## src/rtl/addsub_serial_pkg.sv

```systemverilog
// Shared definitions for the digit-serial adder/subtractor.
// Latency: n/a (types, constants and elaboration helpers only).
// Backpressure: n/a.
// Contents: FSM state encoding, operator codes, slice-count helper, config check.
package addsub_serial_pkg;

  typedef enum logic [1:0] {
    IDLE = 2'd0,
    RUN  = 2'd1,
    DONE = 2'd2
  } state_t;

  localparam logic OP_ADD = 1'b0;
  localparam logic OP_SUB = 1'b1;

  // Number of RUN cycles needed to cover a width-bit word, slice bits at a time.
  function automatic int slice_count(input int width, input int slice);
    return width / slice;
  endfunction

  // A configuration is usable only when the word splits into whole slices.
  function automatic bit slice_cfg_ok(input int width, input int slice);
    return (slice > 0) && (width >= slice) && ((width % slice) == 0);
  endfunction

endpackage

```

## src/rtl/addsub_slice.sv

```systemverilog
// One SLICE-bit ripple digit of the serial adder/subtractor.
// Latency: combinational.
// Backpressure: none; pure function of its inputs.
// Ports: x, y  - SLICE-bit operand digits; ci - carry in;
//        sum   - SLICE-bit digit sum; co - carry out of the top bit;
//        c_msb_in - carry into the top bit (feeds signed overflow on the last digit).
module addsub_slice
  import addsub_serial_pkg::*;
#(
  parameter int SLICE = 4
) (
  input  logic [SLICE-1:0] x,
  input  logic [SLICE-1:0] y,
  input  logic             ci,
  output logic [SLICE-1:0] sum,
  output logic             co,
  output logic             c_msb_in
);

  logic [SLICE:0] full;

  assign full = {1'b0, x} + {1'b0, y} + {{SLICE{1'b0}}, ci};
  assign sum  = full[SLICE-1:0];
  assign co   = full[SLICE];
  // Sum bit = x ^ y ^ carry_in, so the carry into the top bit falls out of the
  // top sum bit without a second adder. Works for SLICE == 1 as well.
  assign c_msb_in = x[SLICE-1] ^ y[SLICE-1] ^ full[SLICE-1];

endmodule

```

## src/rtl/addsub_serial.sv

```systemverilog
// WIDTH-bit signed/unsigned add/subtract computed one SLICE-bit digit per cycle.
// Latency: start accepted at edge 0, done pulses for the cycle after edge N (N = WIDTH/SLICE).
// Backpressure: ready is high only in IDLE; start is ignored while busy (RUN, DONE).
// Ports: clk, rst (sync, active-high); start/ready request handshake; a, b, cin, operator
//        operands and mode (0 add, 1 subtract); done one-cycle valid pulse;
//        result, carry, overflow, zero, negative held from DONE until the next accepted start.
module addsub_serial
  import addsub_serial_pkg::*;
#(
  parameter int WIDTH = 16,
  parameter int SLICE = 4
) (
  input  logic             clk,
  input  logic             rst,
  input  logic             start,
  input  logic [WIDTH-1:0] a,
  input  logic [WIDTH-1:0] b,
  input  logic             cin,
  input  logic             operator,
  output logic             ready,
  output logic             done,
  output logic [WIDTH-1:0] result,
  output logic             carry,
  output logic             overflow,
  output logic             zero,
  output logic             negative
);

  localparam int N  = slice_count(WIDTH, SLICE);
  localparam int CW = (N > 1) ? $clog2(N) : 1;
  localparam logic [CW-1:0] LAST = CW'(N - 1);

  generate
    if (!slice_cfg_ok(WIDTH, SLICE)) begin : g_cfg_err
      $error("addsub_serial: WIDTH must be a non-zero multiple of SLICE");
    end
  endgenerate

  state_t           state, state_nx;
  logic [WIDTH-1:0] a_q, b_q;
  logic             c_q;
  logic [CW-1:0]    cnt;
  logic             nz_q;  // any non-zero digit produced so far

  logic [SLICE-1:0] s_sum;
  logic             s_co, s_cmsb;
  logic [WIDTH-1:0] res_nx;
  logic             last_slice;

  addsub_slice #(.SLICE(SLICE)) u_slice (
    .x        (a_q[SLICE-1:0]),
    .y        (b_q[SLICE-1:0]),
    .ci       (c_q),
    .sum      (s_sum),
    .co       (s_co),
    .c_msb_in (s_cmsb)
  );

  // New digit enters at the top; after N digits the LSB digit has reached bit 0.
  assign res_nx     = WIDTH'({s_sum, result} >> SLICE);
  assign last_slice = (cnt == LAST);

  always_ff @(posedge clk) begin
    if (rst) state <= IDLE;
    else     state <= state_nx;
  end

  always_comb begin
    state_nx = state;
    ready    = 1'b0;
    done     = 1'b0;
    case (state)
      IDLE: begin
        ready = 1'b1;
        if (start) state_nx = RUN;
      end
      RUN: begin
        if (last_slice) state_nx = DONE;
      end
      DONE: begin
        done     = 1'b1;
        state_nx = IDLE;
      end
      default: state_nx = IDLE;
    endcase
  end

  always_ff @(posedge clk) begin
    if (rst) begin
      a_q      <= '0;
      b_q      <= '0;
      c_q      <= 1'b0;
      cnt      <= '0;
      nz_q     <= 1'b0;
      result   <= '0;
      carry    <= 1'b0;
      overflow <= 1'b0;
      zero     <= 1'b0;
      negative <= 1'b0;
    end else begin
      case (state)
        IDLE: begin
          if (start) begin
            a_q  <= a;
            cnt  <= '0;
            nz_q <= 1'b0;
            // Subtract is a + ~b + ~cin: cin acts as a borrow-in.
            case (operator)
              OP_SUB: begin
                b_q <= ~b;
                c_q <= ~cin;
              end
              default: begin
                b_q <= b;
                c_q <= cin;
              end
            endcase
          end
        end
        RUN: begin
          result <= res_nx;
          a_q    <= a_q >> SLICE;
          b_q    <= b_q >> SLICE;
          c_q    <= s_co;
          cnt    <= cnt + 1'b1;
          nz_q   <= nz_q | (|s_sum);
          if (last_slice) begin
            carry    <= s_co;
            overflow <= s_co ^ s_cmsb;
            // Zero is accumulated digit by digit, so no full-width reduction sits
            // behind the carry chain.
            zero     <= ~(nz_q | (|s_sum));
            negative <= s_sum[SLICE-1];
          end
        end
        default: ;
      endcase
    end
  end

endmodule

```

## config.mk

```make
export PLATFORM = sky130hd
export DESIGN_NAME = addsub_serial
export DESIGN_NICKNAME = d
export VERILOG_FILES = /design/src/rtl/addsub_serial_pkg.sv /design/src/rtl/addsub_slice.sv /design/src/rtl/addsub_serial.sv
export SDC_FILE = /design/constraint.sdc
export NUM_CORES = 1
export LEC_CHECK = 0
export ABC_AREA = 1
export BUFFER_PORTS_ARGS = -buffer_cell sky130_fd_sc_hd__buf_2
export CAP_MARGIN = 25
export CORE_MARGIN = 10
export CORE_UTILIZATION = 40
export CTS_CLUSTER_SIZE = 40
export DETAILED_ROUTE_END_ITERATION = 16
export PLACE_DENSITY = 0.66
export SETUP_SLACK_MARGIN = 0.05
export SLEW_MARGIN = 5
export SYNTH_ARGS = -nofsm -noshare
export SYNTH_HDL_FRONTEND = slang
export SYNTH_SLANG_ARGS = --single-unit
```

## constraint.sdc

```tcl
create_clock -name clk -period 4 [get_ports clk]
set_clock_uncertainty 0.05 [all_clocks]
set_input_delay 0.2 -clock clk [delete_from_list [all_inputs] [get_ports clk]]
set_output_delay 0.2 -clock clk [all_outputs]
set_load 0.01 [all_outputs]
```

-- After elaboration in Yosys (flattened, before gate mapping)
Index checks and enable logic that the tools add are counted.
- register bits: 58
- bits of input ports: 37
- output and inout port bits: 22
- word-level logic and storage cells: 49
- $add $sub $neg: 3
- equal/unequal tests: 5
- mux-type cells: 17
- bitwise gates (word level): 7
- reductions and logical operators: 6
- operators with widths (kind ; number):
    $pmux W16 S2 ; 2
    $mux W16 ; 3
    $not A16 Y16 ; 1
    $pmux W2 S2 ; 2
    $mux W2 ; 3
    $reduce_and A2 Y1 ; 3
    $add A4 B4 Y5 ; 1
    $add A5 B1 Y5 ; 1
    $mux W1 ; 5
    $eq A2 B2 Y1 const B ; 2
    $ne A2 B2 Y1 const B ; 2
    $pmux W1 S2 ; 2
    $reduce_or A4 Y1 ; 1
    $xor A1 B1 Y1 ; 3
    $add A2 B1 Y2 const B ; 1
    $eq A2 B1 Y1 const B ; 1
    $logic_not A2 Y1 ; 1
    $not A1 Y1 ; 2
    $reduce_bool A2 Y1 ; 1
    $or A1 B1 Y1 ; 1

-- Depth between registers and ports, before layout
- word-level depth: 5
- depth in mapped cells: 10
- depth with buffers taken out: 10

-- Modules after synthesis
Synthesis repeated with hierarchy kept, for this count alone.
- cells, all modules: 438
- area total of the unflattened synthesis: 2852.7 um2
- modules (own cells, without submodules) (module ; instances ; cells each ; area an instance (um2) ; sequential area each (um2)):
    addsub_serial ; 1 ; 412 ; 2683.8 ; 1161.1
    addsub_slice ; 1 ; 26 ; 168.9 ; 0.0

-- Worst setup path before layout
No wires, ideal clock.
- path kind: register to register
- start: register a_q[0]
- end: register nz_q
- setup time: 67 ps
- arrival time: 1563 ps
- required time: 3883 ps
- path slack: 2319 ps
- cell stages (with the launch flop): 9
- path buffers: 0
- period minus slack after synthesis: 1681 ps
- cells stage by stage: dfxtp_1 -> fa_1 -> inv_1 -> fa_1 -> nand2_1 -> nor2_1 -> nand3_1 -> nand2_1 -> a21oi_2
- longest elaborated chain between the ends: 5
- RTL lines (what ; RTL line ; source):
    start, declared ; addsub_serial.sv:40 ; logic [WIDTH-1:0] a_q, b_q;
    start signal, assigned ; addsub_serial.sv:122 ; a_q <= a_q >> SLICE;
    $add A4 B4 Y5 ; addsub_slice.sv:22 ; assign full = {1'b0, x} + {1'b0, y} + {{SLICE{1'b0}}, ci};
    $add A5 B1 Y5 ; addsub_slice.sv:22 ;
    $reduce_or A4 Y1 ; addsub_serial.sv:126 ; nz_q <= nz_q | (|s_sum);
    $or A1 B1 Y1 ; addsub_serial.sv:126 ;
    $pmux W1 S2 ; addsub_serial.sv:101 ; case (state)
    end signal, assigned ; addsub_serial.sv:126 ;
    end, declared ; addsub_serial.sv:43 ; logic nz_q;
No other way between the ends.
A chain may end at the register's enable or synchronous reset.

-- Worst setup path in the final report
- start: register a_q[0]
- end: register overflow
- longest elaborated chain between the ends: 4
- RTL lines (what ; RTL line ; source):
    $add A4 B4 Y5 * ; addsub_slice.sv:22 ;
    $add A5 B1 Y5 * ; addsub_slice.sv:22 ;
    $xor A1 B1 Y1 ; addsub_slice.sv:27 ; assign c_msb_in = x[SLICE-1] ^ y[SLICE-1] ^ full[SLICE-1];
    $xor A1 B1 Y1 * ; addsub_serial.sv:129 ; overflow <= s_co ^ s_cmsb;
    end signal, assigned ; addsub_serial.sv:129 ;
    end, declared ; addsub_serial.sv:24 ; output logic overflow,
Mark *: on every way between the ends. The rest lies on a longest branch, timed or not.

==> results.py <==
metrics = {
    "run_status": {
        "status": "finished, final reports clean",
    },
    "floorplan": {
        "ios": 59,
        "die-area_sq_um": 10190,
        "initial_utilization": 0.4130,
        "die_h_um": 101.0,
        "fp.dieW_um": 101.0,
        "coreArea_sq_um": 6350,
        "rows": 29,
    },
    "setup_path": {
        "reg2reg_to": "overflow",
        "worstPathRequired_ps": 4190,
        "crit_fanout": 3,
        "slowest_stage": "fa_1",
        "slowest_delay_ps": 400,
        "r2r-start": "a_q[0]",
        "worst_r2r_path_depth": 9,
        "endpoint_kind": "flop",
        "rrSetupSlack_ps": 2180,
        "worstSetupPathType": "flop to flop",
        "critPathLaunchType": "flop",
        "cp.arrival_ps": 2010,
        "path_cells": "fa_1, inv_1, fa_1, nor3_1, nor2_1, nand2_1, nand3_1, nand2_1, inv_1",
    },
    "timing": {
        "slew_violations": 0,
        "slew_headroom": 0.5107,
        "fin_crit_ps": 1823,
        "max_clock_freq_mhz": 548.4,
        "whs_ps": 58.21,
        "setup-violations-final": 0,
        "finalHoldViolations": 0,
        "rsz0062_at_grt": "false",
        "tns_ps": 0,
        "max_slew.worst_pin.slew_ps": 733.1,
        "fin_crit_sh": 0.4559,
    },
    "yosys": {
        "yosys_most_used_dff": "dfxtp_1",
        "yosysMostFrequentCell": "nand2_1",
        "synth_common_cells": "nand2_1 (108), dfxtp_1 (58), nor2_1 (32), inv_1 (22), a31oi_1 (21)",
        "synthTopCellsByArea": "dfxtp_1 (44%), nand2_1 (15%), a31oi_1 (5.0%)",
        "ys_warn_count": 0,
        "synth_area_leader_cell": "dfxtp_1",
        "ys_seq_elements": 58,
        "syn-instance-count": 341,
        "ys_types": 26,
        "syn_area_per_cell_sq_um": 7.691,
        "synth_edf_count": 0,
        "synth-seq-area-share": 0.4427,
        "yosys.area.top_type_share": 0.4427,
        "syn-num-nets": 384,
        "async_flop_share": 0,
        "syn_area_sq_um": 2623,
    },
    "routing": {
        "post_drt_wl_per_cell_um": 12.76,
        "antenna_left": 0,
        "first_pass_iters": 4,
        "drc": 0,
        "via_count": 2259,
        "via_per_inst": 4.766,
        "routed_wl_um": 6047,
        "drt_iter0_markers": 110,
    },
    "min_path": {
        "hp-start": "a[14]",
        "hold_path_end": "a_q[14]",
        "hold_depth": 3,
        "min_path_type": "input pin to flop",
    },
    "finish": {
        "antenna_cells": 0,
        "fin_nets": 435,
        "syn2layout_area_growth_pct": 17.46,
        "drive_gt1_frac": 0.2065,
    },
    "power": {
        "leakagePower_uw": 0.001407,
        "p_int_uw": 1063,
        "power_frac_seq": 0.447,
        "power_density_nw_per_um2": 468.5,
        "ir_worst_vdd_v": 0.0002379,
        "pwr-share-clk": 0.414,
        "switching_share": 0.2636,
        "power_frac_comb": 0.139,
        "p_sw_uw": 380.5,
    },
    "clock_tree": {
        "cts_tree": "yes",
        "clk_latency_ps": 340,
        "cts_hold_buf": 0,
        "clkTransAtPathRegs_ps": 70,
        "clockRootBuffer": "clkbuf_8",
        "h-tree-depth": 3,
        "cts_made_buffers": 9,
        "postCtsSetupRepairBufs": 0,
        "ctsResizeCount": 0,
        "clockBufferDepth": 2,
        "cts_sinks": 58,
    },
    "global_route": {
        "grt_overflow": 0,
        "grt_use_total": 0.1193,
        "grt_max_degree": 47,
        "grt_pass1_wl_um": 9853,
        "grt_pass1_vias": 2098,
        "antenna_found_initial": 0,
    },
    "placement": {
        "hpwl_um": 4166,
        "port_buffers": 58,
        "gp_congestion": 0.7838,
    },
    "run": {
        "drv_cap": 0,
    },
}
how the worst max path moves through the flow:
stage / startpoint / slack [ps] / to
2_1_floorplan: a_q[0] / 2320 / nz_q
3_3_place_gp: rst / 2180 / negative
3_5_place_dp: rst / 2140 / negative
4_1_cts: a_q[0] / 2180 / overflow
5_1_grt: a_q[0] / 2050 / overflow
6_report: a_q[0] / 2180 / overflow
layer usage:
metal / wire [um] / vias to the layer above / GRT usage
met4: 86 / 0 / 0.04823
met5: 0 / - / 0
met3: 331 / 7 / 0.04870
met1: 2820 / 1017 / 0.1486
li1: - / 1192 / -
met2: 2808 / 43 / 0.1784
critical path, delay by kind of cell, from the launching register on:
kind / cells / cell delay [ps]
buf+inv: 2 / 90
flops: 1 / 360
simple gates: 5 / 620
fa+ha+maj: 2 / 610
cells by family (layout without fill, tap and decap cells):
family,count (synthesis),after routing,synth area share
xor+xnor,17,17,0.05677
compound gates,65,65,0.1412
fa+ha+maj,6,6,0.03435
buf+inv,44,100,0.09780
flops,58,58,0.4427
simple gates,151,151,0.2271
cell usage in the layout, fill, tap and decap left out, drive strengths merged:
cell type    n
a21oi       16
a31oi       21
buf         59
bufinv       2
clkbuf      11
clkinv       2
clkinvlp     1
dfxtp       58
fa           2
ha           4
inv         25
nand2      110
nand3        6
nor2        34
nor3         1
o211ai       5
o21ai       22
o21bai       1
xnor2        5
xor2        12
sequential cells by signal (all words and copies together) (netlist names):
register,flops
a_q,16
b_q,16
c_q,1
carry,1
cnt,2
negative,1
nz_q,1
overflow,1
result,16
state,2
zero,1
per-stage QoR:
step / setup slack (ps) / power, uW / cells / utilization / area, sq um
finish: 2177 / 1443 / 474 / 0.4851 / 3080
global placement: 2185 / 855.7 / 458 / 0.4506 / 2861
CTS: 2177 / 1460 / 474 / 0.4851 / 3080
detailed placement: 2142 / 860.4 / 458 / 0.4506 / 2861
floorplan: 2319 / 809.7 / 341 / - / 2623
global route: 2049 / 1518 / 474 / 0.4851 / 3080
power groups by stage:
stage,Clock [uW],Combinational (uW),Sequential (uW)
4_1_cts,612,203,645
5_1_grt,639,229,650
6_report,597,201,645
3_3_place_gp,0,199,657
2_1_floorplan,0,150,660
3_5_place_dp,0,203,658
cell type report:
| type | count | area (sq um) |
|---|---|---|
| Clock buffer | 11 | 141.4 |
| Tap cell | 77 | 96.34 |
| Multi-Input combinational cell | 239 | 1205 |
| Fill cell | 630 | 3269 |
| Sequential cell | 58 | 1161 |
| Clock inverter | 5 | 77.57 |
| Timing Repair Buffer | 59 | 297.8 |
| Inverter | 25 | 101.3 |
No activity file was read; power rests on OpenSTA's default activity.
